File: src/rtl/extinguisher_sweep_if.sv
// Enable/status bundle between the alarm logic (master) and the nozzle sweeper (slave).
// With EXTINGUISHER_PINGPONG_EN defined the bundle also carries the sweep direction.
interface extinguisher_sweep_if #(
    parameter int POS_W = 3
);
    logic             i_enable;
    logic             o_active;
    logic [POS_W-1:0] o_position;
    logic             o_pass_done;
    logic             o_busy;
`ifdef EXTINGUISHER_PINGPONG_EN
    logic             o_dir;

    modport master (output i_enable, input o_active, input o_position,
                    input o_pass_done, input o_busy, input o_dir);
    modport slave  (input i_enable, output o_active, output o_position,
                    output o_pass_done, output o_busy, output o_dir);
`else
    modport master (output i_enable, input o_active, input o_position,
                    input o_pass_done, input o_busy);
    modport slave  (input i_enable, output o_active, output o_position,
                    output o_pass_done, output o_busy);
`endif
endinterface

File: src/rtl/extinguisher_sweep.sv
// Nozzle sweeper: IDLE -> SWEEP (DWELL cycles per position, PASSES passes) -> COOL lockout.
// Optional build macro EXTINGUISHER_PINGPONG_EN selects 0..N-1..1 pass order and adds o_dir.
module extinguisher_sweep #(
    parameter int POS_W   = 3,
    parameter int NUM_POS = 8,
    parameter int DWELL   = 2,
    parameter int PASSES  = 1,
    parameter int COOL    = 4
) (
    input  logic                 i_clk,
    input  logic                 i_clr,
    extinguisher_sweep_if.slave  sw
);
    localparam int DW_W = $clog2(DWELL + 1);
    localparam int PS_W = (PASSES == 0) ? 1 : $clog2(PASSES + 1);
    localparam int CL_W = (COOL == 0) ? 1 : $clog2(COOL + 1);

    localparam logic [DW_W-1:0]  DW_LAST  = DW_W'(DWELL - 1);
    localparam logic [POS_W-1:0] POS_LAST = POS_W'(NUM_POS - 1);
    localparam logic [PS_W-1:0]  PS_TGT   = PS_W'(PASSES);
    localparam logic [CL_W-1:0]  CL_LAST  = CL_W'((COOL == 0) ? 0 : COOL - 1);

    typedef enum logic [1:0] {
        S_IDLE  = 2'd0,
        S_SWEEP = 2'd1,
        S_COOL  = 2'd2
    } state_t;

    state_t           r_state;
    logic             r_active;
    logic [POS_W-1:0] r_position;
    logic             r_pass_done;
    logic             r_busy;
    logic [DW_W-1:0]  r_dwell;
    logic [PS_W-1:0]  r_pass;
    logic [CL_W-1:0]  r_cool;

    logic [POS_W-1:0] w_nxt_pos;
    logic             w_last_dwell;
    logic             w_cur_end;
    logic             w_nxt_end;
    logic [PS_W-1:0]  w_pass_inc;
    logic             w_done_all;
    logic             w_pass_end;

`ifdef EXTINGUISHER_PINGPONG_EN
    logic             r_dir;
    logic             w_nxt_dir;

    // dir drops on arrival at the top position and rises again on the wrap to 0,
    // so "position 1 while descending" uniquely marks the end of a pass.
    always_comb begin
        w_nxt_pos = r_dir ? (r_position + 1'b1) : (r_position - 1'b1);
        w_nxt_dir = r_dir && (w_nxt_pos != POS_LAST);
        w_cur_end = (r_position == POS_W'(1)) && !r_dir;
        w_nxt_end = (w_nxt_pos == POS_W'(1)) && !w_nxt_dir;
    end
`else
    always_comb begin
        w_nxt_pos = r_position + 1'b1;
        w_cur_end = (r_position == POS_LAST);
        w_nxt_end = (w_nxt_pos == POS_LAST);
    end
`endif

    // Pass counter saturates so continuous mode never wraps it.
    always_comb begin
        w_last_dwell = (r_dwell == DW_LAST);
        w_pass_end   = w_last_dwell && w_cur_end;
        w_pass_inc   = (r_pass == {PS_W{1'b1}}) ? r_pass : (r_pass + 1'b1);
        w_done_all   = (PASSES != 0) && (w_pass_inc == PS_TGT);
    end

    // pass_done is registered, so it is computed one cycle ahead from the
    // position/dwell the block is about to enter.
    always_ff @(posedge i_clk) begin
        if (i_clr) begin
            r_state     <= S_IDLE;
            r_active    <= 1'b0;
            r_position  <= '0;
            r_pass_done <= 1'b0;
            r_busy      <= 1'b0;
            r_dwell     <= '0;
            r_pass      <= '0;
            r_cool      <= '0;
`ifdef EXTINGUISHER_PINGPONG_EN
            r_dir       <= 1'b1;
`endif
        end else begin
            case (r_state)
                S_IDLE: begin
                    r_pass_done <= 1'b0;
                    if (sw.i_enable) begin
                        r_state    <= S_SWEEP;
                        r_active   <= 1'b1;
                        r_busy     <= 1'b1;
                        r_position <= '0;
                        r_dwell    <= '0;
                        r_pass     <= '0;
`ifdef EXTINGUISHER_PINGPONG_EN
                        r_dir      <= 1'b1;
`endif
                    end
                end

                S_SWEEP: begin
                    if (!sw.i_enable || (w_pass_end && w_done_all)) begin
                        r_active    <= 1'b0;
                        r_pass_done <= 1'b0;
                        r_dwell     <= '0;
                        r_cool      <= '0;
                        if (COOL == 0) begin
                            r_state    <= S_IDLE;
                            r_busy     <= 1'b0;
                            r_position <= '0;
`ifdef EXTINGUISHER_PINGPONG_EN
                            r_dir      <= 1'b1;
`endif
                        end else begin
                            r_state <= S_COOL;
                        end
                    end else if (w_pass_end) begin
                        r_pass      <= w_pass_inc;
                        r_position  <= '0;
                        r_dwell     <= '0;
                        r_pass_done <= 1'b0;
`ifdef EXTINGUISHER_PINGPONG_EN
                        r_dir       <= 1'b1;
`endif
                    end else if (w_last_dwell) begin
                        r_position  <= w_nxt_pos;
                        r_dwell     <= '0;
                        r_pass_done <= (DWELL == 1) && w_nxt_end;
`ifdef EXTINGUISHER_PINGPONG_EN
                        r_dir       <= w_nxt_dir;
`endif
                    end else begin
                        r_dwell     <= r_dwell + 1'b1;
                        r_pass_done <= ((r_dwell + 1'b1) == DW_LAST) && w_cur_end;
                    end
                end

                S_COOL: begin
                    r_pass_done <= 1'b0;
                    if (r_cool == CL_LAST) begin
                        r_state    <= S_IDLE;
                        r_busy     <= 1'b0;
                        r_position <= '0;
                        r_cool     <= '0;
`ifdef EXTINGUISHER_PINGPONG_EN
                        r_dir      <= 1'b1;
`endif
                    end else begin
                        r_cool <= r_cool + 1'b1;
                    end
                end

                default: begin
                    r_state     <= S_IDLE;
                    r_active    <= 1'b0;
                    r_busy      <= 1'b0;
                    r_pass_done <= 1'b0;
                    r_position  <= '0;
                end
            endcase
        end
    end

    assign sw.o_active    = r_active;
    assign sw.o_position  = r_position;
    assign sw.o_pass_done = r_pass_done;
    assign sw.o_busy      = r_busy;
`ifdef EXTINGUISHER_PINGPONG_EN
    assign sw.o_dir       = r_dir;
`endif

endmodule

File: src/flat_wrapper.sv
// flat-port wrapper written by rule: the top's interface ports become plain ports
module extinguisher_sweep_flat 
#(
    parameter int POS_W   = 3,
    parameter int NUM_POS = 8,
    parameter int DWELL   = 2,
    parameter int PASSES  = 1,
    parameter int COOL    = 4
)
  (i_clk, i_clr, sw_i_enable, sw_o_active, sw_o_position, sw_o_pass_done, sw_o_busy);
  extinguisher_sweep_if #(.POS_W(POS_W)) sw_i ();
  input  logic i_clk;
  input  logic i_clr;
  input wire logic [$bits(sw_i.i_enable)-1:0] sw_i_enable;
  output wire logic [$bits(sw_i.o_active)-1:0] sw_o_active;
  output wire logic [$bits(sw_i.o_position)-1:0] sw_o_position;
  output wire logic [$bits(sw_i.o_pass_done)-1:0] sw_o_pass_done;
  output wire logic [$bits(sw_i.o_busy)-1:0] sw_o_busy;
  assign sw_i.i_enable = sw_i_enable;
  assign sw_o_active = sw_i.o_active;
  assign sw_o_position = sw_i.o_position;
  assign sw_o_pass_done = sw_i.o_pass_done;
  assign sw_o_busy = sw_i.o_busy;
  extinguisher_sweep #(.POS_W(POS_W), .NUM_POS(NUM_POS), .DWELL(DWELL), .PASSES(PASSES), .COOL(COOL)) u_core (.i_clk(i_clk), .i_clr(i_clr), .sw(sw_i));
endmodule
File: config.mk
export PLATFORM = sky130hd
export DESIGN_NAME = extinguisher_sweep_flat
export DESIGN_NICKNAME = d
export VERILOG_FILES = /design/src/rtl/extinguisher_sweep_if.sv /design/src/rtl/extinguisher_sweep.sv /design/src/flat_wrapper.sv
export SDC_FILE = /design/constraint.sdc
export NUM_CORES = 1
export LEC_CHECK = 0
export BUFFER_PORTS_ARGS = -buffer_cell sky130_fd_sc_hd__clkbuf_2
export CAP_MARGIN = 20
export CORE_UTILIZATION = 45
export DETAILED_ROUTE_END_ITERATION = 12
export PLACE_DENSITY = 0.65
export SLEW_MARGIN = 30
export SYNTH_ARGS = -nofsm -noshare
export SYNTH_HDL_FRONTEND = slang
export SYNTH_SLANG_ARGS = --single-unit
File: constraint.sdc
create_clock -name i_clk -period 4.9 [get_ports i_clk]
set_input_delay 0.98 -clock i_clk [delete_from_list [all_inputs] [get_ports i_clk]]
set_output_delay 0.98 -clock i_clk [all_outputs]
set_load 0.01 [all_outputs]
==> flow_summary_export.csv, run 1 <==
group,metric,value,unit
clocking,root_buffer,"clkbuf_4",
die,fp-row-count,12,
synthesis,synth-async-reset-ratio,0,
clocking,hold_buffers,0,
clocking,htreeDepth,1,
cells_and_area,drive_gt1_frac,0.143,
sta,tns,0,ns
die,io_pins,9,
placement,io_buffers,8,
route,drc,0,
die,die_h,39.0,µm
die,fp.dieArea,0.00152,mm²
synthesis,synth_edf_count,0,
synthesis,synth_top_cell_by_area,"dfxtp_1",
run,drv_cap,0,
synthesis,synth-xor-area-share,0,
synthesis,synth.avg_cell_area,9.19,µm²
synthesis,ys.flop_type,"dfxtp_1",
die,dieWidth,39.0,µm
power,p_total,0.199,mW
synthesis,synth_nets,73,
synthesis,synth-simple-area-share,0.272,
critical_path,worstPathRequired,5.06,ns
route,num_vias,495,
global_routing,overflow,0,
cells_and_area,stdcell_area,692,µm²
cells_and_area,fin_util,0.583,
synthesis,yosysWarnings,0,
placement,postPlaceCellArea,666,µm²
clocking,cts_tree,"yes",
clocking,path_clk_slew,0.08,ns
sta,period_share,0.366,
sta,relSlewSlack,0.683,
sta,fin_skew,0.00871,ns
placement,dp_hpwl,763,µm
synthesis,synth_fa_ha_area_frac,0.0610,
die,core-area,0.00119,mm²
sta,hold_violations,0,
synthesis,yosysMostFrequentCell,"dfxtp_1",
route,first_iter_violations,21,
sta,timing.fmax,0.557,GHz
clocking,clock_latency,0.28,ns
status,status,"complete, no violations",
global_routing,grt_pass1_vias,461,
synthesis,yosys-top-cells-count,"13 x dfxtp_1, 7 x a21oi_1, 6 x nand2b_1",
critical_path,crit_family,"compound AO/OA/AOI/OAI gates",
sta,post-route-min-period,1.79,ns
route,wl_per_cell,11.6,µm
synthesis,yosysSeqAreaShare,0.423,
clocking,cts_setup_buffers,0,
synthesis,syn_inst,67,
sta,tightest_slew,0.474,ns
global_routing,grt_max_degree,15,
cells_and_area,nets,84,
synthesis,netlist_top_cells_area,"dfxtp_1 42%, ha_1 6.1%, nand2b_1 6.1%, a21oi_1 5.7%, nor2b_1 5.1%",
global_routing,grt_pass1_wl,1.93,mm
cells_and_area,area_growth,12.4,%
power,power.density,288,mW/mm²
critical_path,max_stage_delay,0.43,ns
critical_path,crit_path_end_kind,"flop",
synthesis,yosys_register_bits,13,
sta,rsz0062_at_grt,"no",
global_routing,grt_antenna_before_repair,0,
clocking,cts_buffer_depth,2,
clocking,cts_sinks,13,
critical_path,cpMaxStageDelayCell,"a221o_1",
synthesis,synth_top_family_by_area,"simple AND/OR/NAND/NOR gates",
critical_path,startpoint_type,"flop",
critical_path,crit_type,"reg -> reg",
synthesis,synth-compound-area-share,0.171,
clocking,cts_buffers,3,
clocking,cts.repair.resized,0,
synthesis,synth.top_cell.area_share,0.423,
cells_and_area,antenna_cells,0,
sta,slew_viol_final,0,
critical_path,crit_top_cell,"ha_1",
route,wl,1.06,mm
power,peakVddDrop,0.160,mV
route,via_per_inst,5.44,
critical_path,critPathBufInv,0,
route,firstDrtPassIters,4,
critical_path,crit_arrival,1.95,ns
placement,gp_congestion,0.750,
global_routing,grt_use_total,0.198,
route,antenna_left,0,
synthesis,synth_cell_types,23,
power,p_leak,0.276,nW
critical_path,critPathMaxFanout,4,
critical_path,cp_cell_sequence,"ha_1, ha_1, or3b_1, a221o_1, mux2i_1",
worst_hold_path,hold_class,"reg -> reg",
synthesis,syn_area,616,µm²
sta,finalSetupViolations,0,
synthesis,synthMuxAreaShare,0.0488,
die,initial_utilization,0.519,
-- placed cells by master, fill, tap and decap left out, drive strengths merged, types with 2 or more instances in the layout --
cell    count
dfxtp      13
clkbuf     12
a21oi       7
nand2b      6
nand3       5
nor2b       5
nor3b       3
mux2i       3
nand2       3
ha          3
nand3b      2
nor2        2
o21bai      2
inv         2
a211oi      2
-- power by group --
group	total [mW]	internal, mW	switching (mW)
Clock	0.0644	0.0316	0.0328
Sequential	0.113	0.109	0.00367
Combinational	0.0217	0.0103	0.0114
Total	0.199	0.151	0.0479
-- routing by layer --
metal / GRT usage / up-vias / part of all wire
met5: 0 / - / 0
li1: - / 262 / -
met4: 0.103 / 0 / 0.012
met2: 0.271 / 14 / 0.41
met3: 0.104 / 2 / 0.052
met1: 0.247 / 217 / 0.52
-- logic make-up (layout without fill, tap and decap cells) --
logic type,Yosys count,count (layout)
mux,3,3
flops,13,13
fa+ha+maj,3,3
simple gates,28,28
buf+inv,4,14
compound gates,16,16
-- worst paths after layout --
path                            slack, ns  cells past startpoint                                  from                                   end
worst min register to register       0.44                      2         u_core.r_cool[2]$_SDFFE_PP0P_         u_core.r_cool[2]$_SDFFE_PP0P_
worst max-delay path                 3.11                      5  u_core.sw.o_position[0]$_SDFFE_PP0P_  u_core.sw.o_position[1]$_SDFFE_PP0P_
worst min-delay path                 0.44                      2         u_core.r_cool[2]$_SDFFE_PP0P_         u_core.r_cool[2]$_SDFFE_PP0P_
worst max register to register       3.11                      5  u_core.sw.o_position[0]$_SDFFE_PP0P_  u_core.sw.o_position[1]$_SDFFE_PP0P_
-- metrics by stage --
step	hold slack, ns	worst slack [ns]	std cells
after floorplan	0.409	3.18	67
after global placement	0.424	3.05	87
after detailed placement	0.430	3.01	87
after CTS	0.441	3.11	91
after global routing	0.480	3.04	91
final	0.441	3.11	91
-- tightest hold or removal path, cell delays in order, from the launching register on --
cell,delay (ns)
dfxtp_1,0.31
inv_1,0.04
a2111oi_0,0.04
-- layout make-up --
cell class	count	area, µm²
Fill cell	108	494
Multi-Input combinational cell	50	340
Sequential cell	13	260
Timing Repair Buffer	8	40.0
Clock buffer	4	26.3
Tap cell	14	17.5
Inverter	2	7.51
-- state kept, by name, summed over array words and instances (netlist names) --
| name | count |
|---|---|
| u_core.r_dwell | 2 |
| u_core.sw.o_active | 1 |
| u_core.r_cool | 3 |
| u_core.sw.o_pass_done | 1 |
| u_core.r_state | 2 |
| u_core.sw.o_position | 3 |
| u_core.sw.o_busy | 1 |
(Power assumes the default switching activity.)
==> inputs of run 2 (changes only) <==
--- a/config.mk
+++ b/config.mk
@@ -9,7 +9,7 @@
 export CAP_MARGIN = 20
 export CORE_UTILIZATION = 45
 export DETAILED_ROUTE_END_ITERATION = 12
-export PLACE_DENSITY = 0.65
+export PLACE_DENSITY = 0.68
 export SLEW_MARGIN = 30
 export SYNTH_ARGS = -nofsm -noshare
 export SYNTH_HDL_FRONTEND = slang
==> constraint.sdc (replaced) <==
create_clock -name i_clk -period 1.6 [get_ports i_clk]
set_input_delay 0.32 -clock i_clk [delete_from_list [all_inputs] [get_ports i_clk]]
set_output_delay 0.32 -clock i_clk [all_outputs]
set_load 0.01 [all_outputs]
==> run 2 against run 1 <==
  * The flow now finishes with violations (negative setup slack)
  * Die area did not move
  * Combinational power rose to 3.4 times the previous value
  * Sequential power rose to 3.1 times the previous value
  * Sequential share of layout area is 3.2 points lower
  * Register-to-register slack worse by 3.1 ns
  * Critical endpoint unchanged
  * Largest power group unchanged
  * Highest routed layer unchanged
==> flow_summary_export.csv, run 2 (synthesis results as in run 1) <==
group,metric,value,unit
placement,gp_congestion,0.762,
cells_and_area,final_cell_mix,"11 x dfxtp_1, 8 x clkbuf_2, 7 x a21oi_1",
critical_path,endpoint,"u_core.sw.o_position[1]$_SDFFE_PP0P_",
critical_path,cpMaxStageDelayCell,"a221o_1",
cells_and_area,nets,90,
clocking,htreeDepth,1,
status,status,"finished with violations",
critical_path,crit_type,"reg -> reg",
cells_and_area,mostFrequentLayoutCell,"dfxtp_1",
sta,post-route-min-period,1.63,ns
route,wl,1.22,mm
critical_path,r2r-end,"u_core.sw.o_position[1]$_SDFFE_PP0P_",
global_routing,overflow,0,
cells_and_area,fin_util,0.645,
sta,hold_violations,0,
power,peakVddDrop,0.614,mV
global_routing,top_usage_layer,"met2",
run,drv_cap,0,
sta,hold_slack,0.374,ns
clocking,cts_buffer_depth,2,
critical_path,max_stage_delay,0.39,ns
sta,slew_viol_final,0,
global_routing,grt_util_met3,0.0694,
critical_path,reg2regPathDepth,5,
route,antenna_left,0,
critical_path,regToRegSetupSlack,-0.03,ns
placement,io_buffers,8,
placement,dp_hpwl,861,µm
critical_path,crit_start,"u_core.sw.o_position[1]$_SDFFE_PP0P_",
critical_path,crit_family,"compound AO/OA/AOI/OAI gates",
clocking,clock_latency,0.28,ns
global_routing,grt_max_degree,14,
route,drc,0,
global_routing,grt_use_total,0.201,
route,firstDrtPassIters,4,
cells_and_area,drive_gt1_frac,0.253,
clocking,cts_buffers,3,
critical_path,worstPathRequired,1.76,ns
global_routing,met2_usage,0.279,
critical_path,startpoint_type,"flop",
sta,period_share,1.02,
clocking,cts_sinks,13,
route,first_iter_violations,9,
die,dieWidth,39.0,µm
sta,rsz0062_at_grt,"yes",
critical_path,cp.depth,5,
global_routing,grt_pass1_wl,2.02,mm
sta,tns,-0.0707,ns
sta,relSlewSlack,0.754,
clocking,cts.repair.resized,0,
sta,fin_skew,0.000844,ns
global_routing,grt_pass1_vias,449,
route,wl_per_cell,12.6,µm
power,p_leak,0.302,nW
clocking,root_buffer,"clkbuf_4",
worst_hold_path,hold_class,"in -> reg",
cells_and_area,area_growth,24.2,%
cells_and_area,antenna_cells,0,
critical_path,critPathMaxFanout,3,
sta,tightest_slew,0.368,ns
sta,finalSetupViolations,3,
die,fp-row-count,12,
power,power.density,821,mW/mm²
critical_path,cp_cell_sequence,"ha_4, ha_4, or3b_1, a221o_1, mux2i_1",
critical_path,crit_path_end_kind,"flop",
clocking,cts_tree,"yes",
critical_path,crit_top_cell,"ha_4",
route,via_per_inst,5.55,
route,num_vias,538,
global_routing,grt_antenna_before_repair,0,
worst_hold_path,holdPathStages,4,
die,fp.dieArea,0.00152,mm²
global_routing,grtUsageMet1,0.268,
clocking,hold_buffers,0,
clocking,cts_setup_buffers,0,
critical_path,regToRegStartpoint,"u_core.sw.o_position[1]$_SDFFE_PP0P_",
status,violations,"negative setup slack",
sta,timing.fmax,0.612,GHz
clocking,path_clk_slew,0.08,ns
die,core-area,0.00119,mm²
die,initial_utilization,0.519,
critical_path,critPathBufInv,0,
die,die_h,39.0,µm
die,io_pins,9,
critical_path,crit_arrival,1.80,ns
sta,setup_ws,-0.0342,ns
run 2: cell count changes in the layout (fill, tap and decap cells not counted):
cell     change
ha_1         -2
buf_4        +6
dfxtp_2      +2
ha_4         +2
dfxtp_1      -2
run 2: per-stage QoR:
stage	cells	area, µm²	worst slack, ns	total power [mW]
floorplan	67	643	-0.000229	0.403
CTS	97	764	-0.0487	0.631
detailed placement	93	738	-0.0317	0.429
global placement	93	738	-0.0133	0.427
global route	97	764	-0.0854	0.655
finish	97	764	-0.0342	0.627
run 2: final cells by class:
class | count | area (µm²)
fillers | 109 | 422
multi-input cells | 50 | 365
flip-flops and latches | 13 | 263
well taps | 14 | 17.5
clock buffers | 4 | 26.3
repair buffers | 14 | 85.1
inverters | 2 | 7.51
run 2: worst min path at each step:
| stage | end | from |
|---|---|---|
| 6_report | u_core.sw.o_position[0]$_SDFFE_PP0P_ | i_clr |
| 5_1_grt | u_core.sw.o_position[0]$_SDFFE_PP0P_ | i_clr |
| 4_1_cts | u_core.sw.o_position[0]$_SDFFE_PP0P_ | i_clr |
| 3_5_place_dp | u_core.r_cool[2]$_SDFFE_PP0P_ | u_core.r_cool[2]$_SDFFE_PP0P_ |
| 3_3_place_gp | u_core.r_cool[2]$_SDFFE_PP0P_ | u_core.r_cool[2]$_SDFFE_PP0P_ |
| 2_1_floorplan | u_core.r_cool[2]$_SDFFE_PP0P_ | u_core.r_cool[2]$_SDFFE_PP0P_ |
run 2: metal layers:
| metal | part of all wire | up-vias |
|---|---|---|
| met4 | 0.019 | 0 |
| met1 | 0.52 | 249 |
| met2 | 0.42 | 11 |
| met5 | 0 | - |
| li1 | - | 274 |
| met3 | 0.041 | 4 |
run 2: repair_timing:
action                     in CTS  in global routing
setup endpoints to repair       3                  3
pin swaps                       0                  0
gates cloned                    0                  0
run 2: worst min-delay path: stages:
cell,delay [ns]
clkbuf_2,0.09
nor3b_1,0.07
nand3b_1,0.08
mux2i_1,0.06
run 2: power by group:
part	switching (mW)	internal (mW)	total (mW)
registers	0.0125	0.335	0.348
logic	0.0374	0.0363	0.0736
clock network	0.109	0.0968	0.206
total	0.159	0.468	0.627
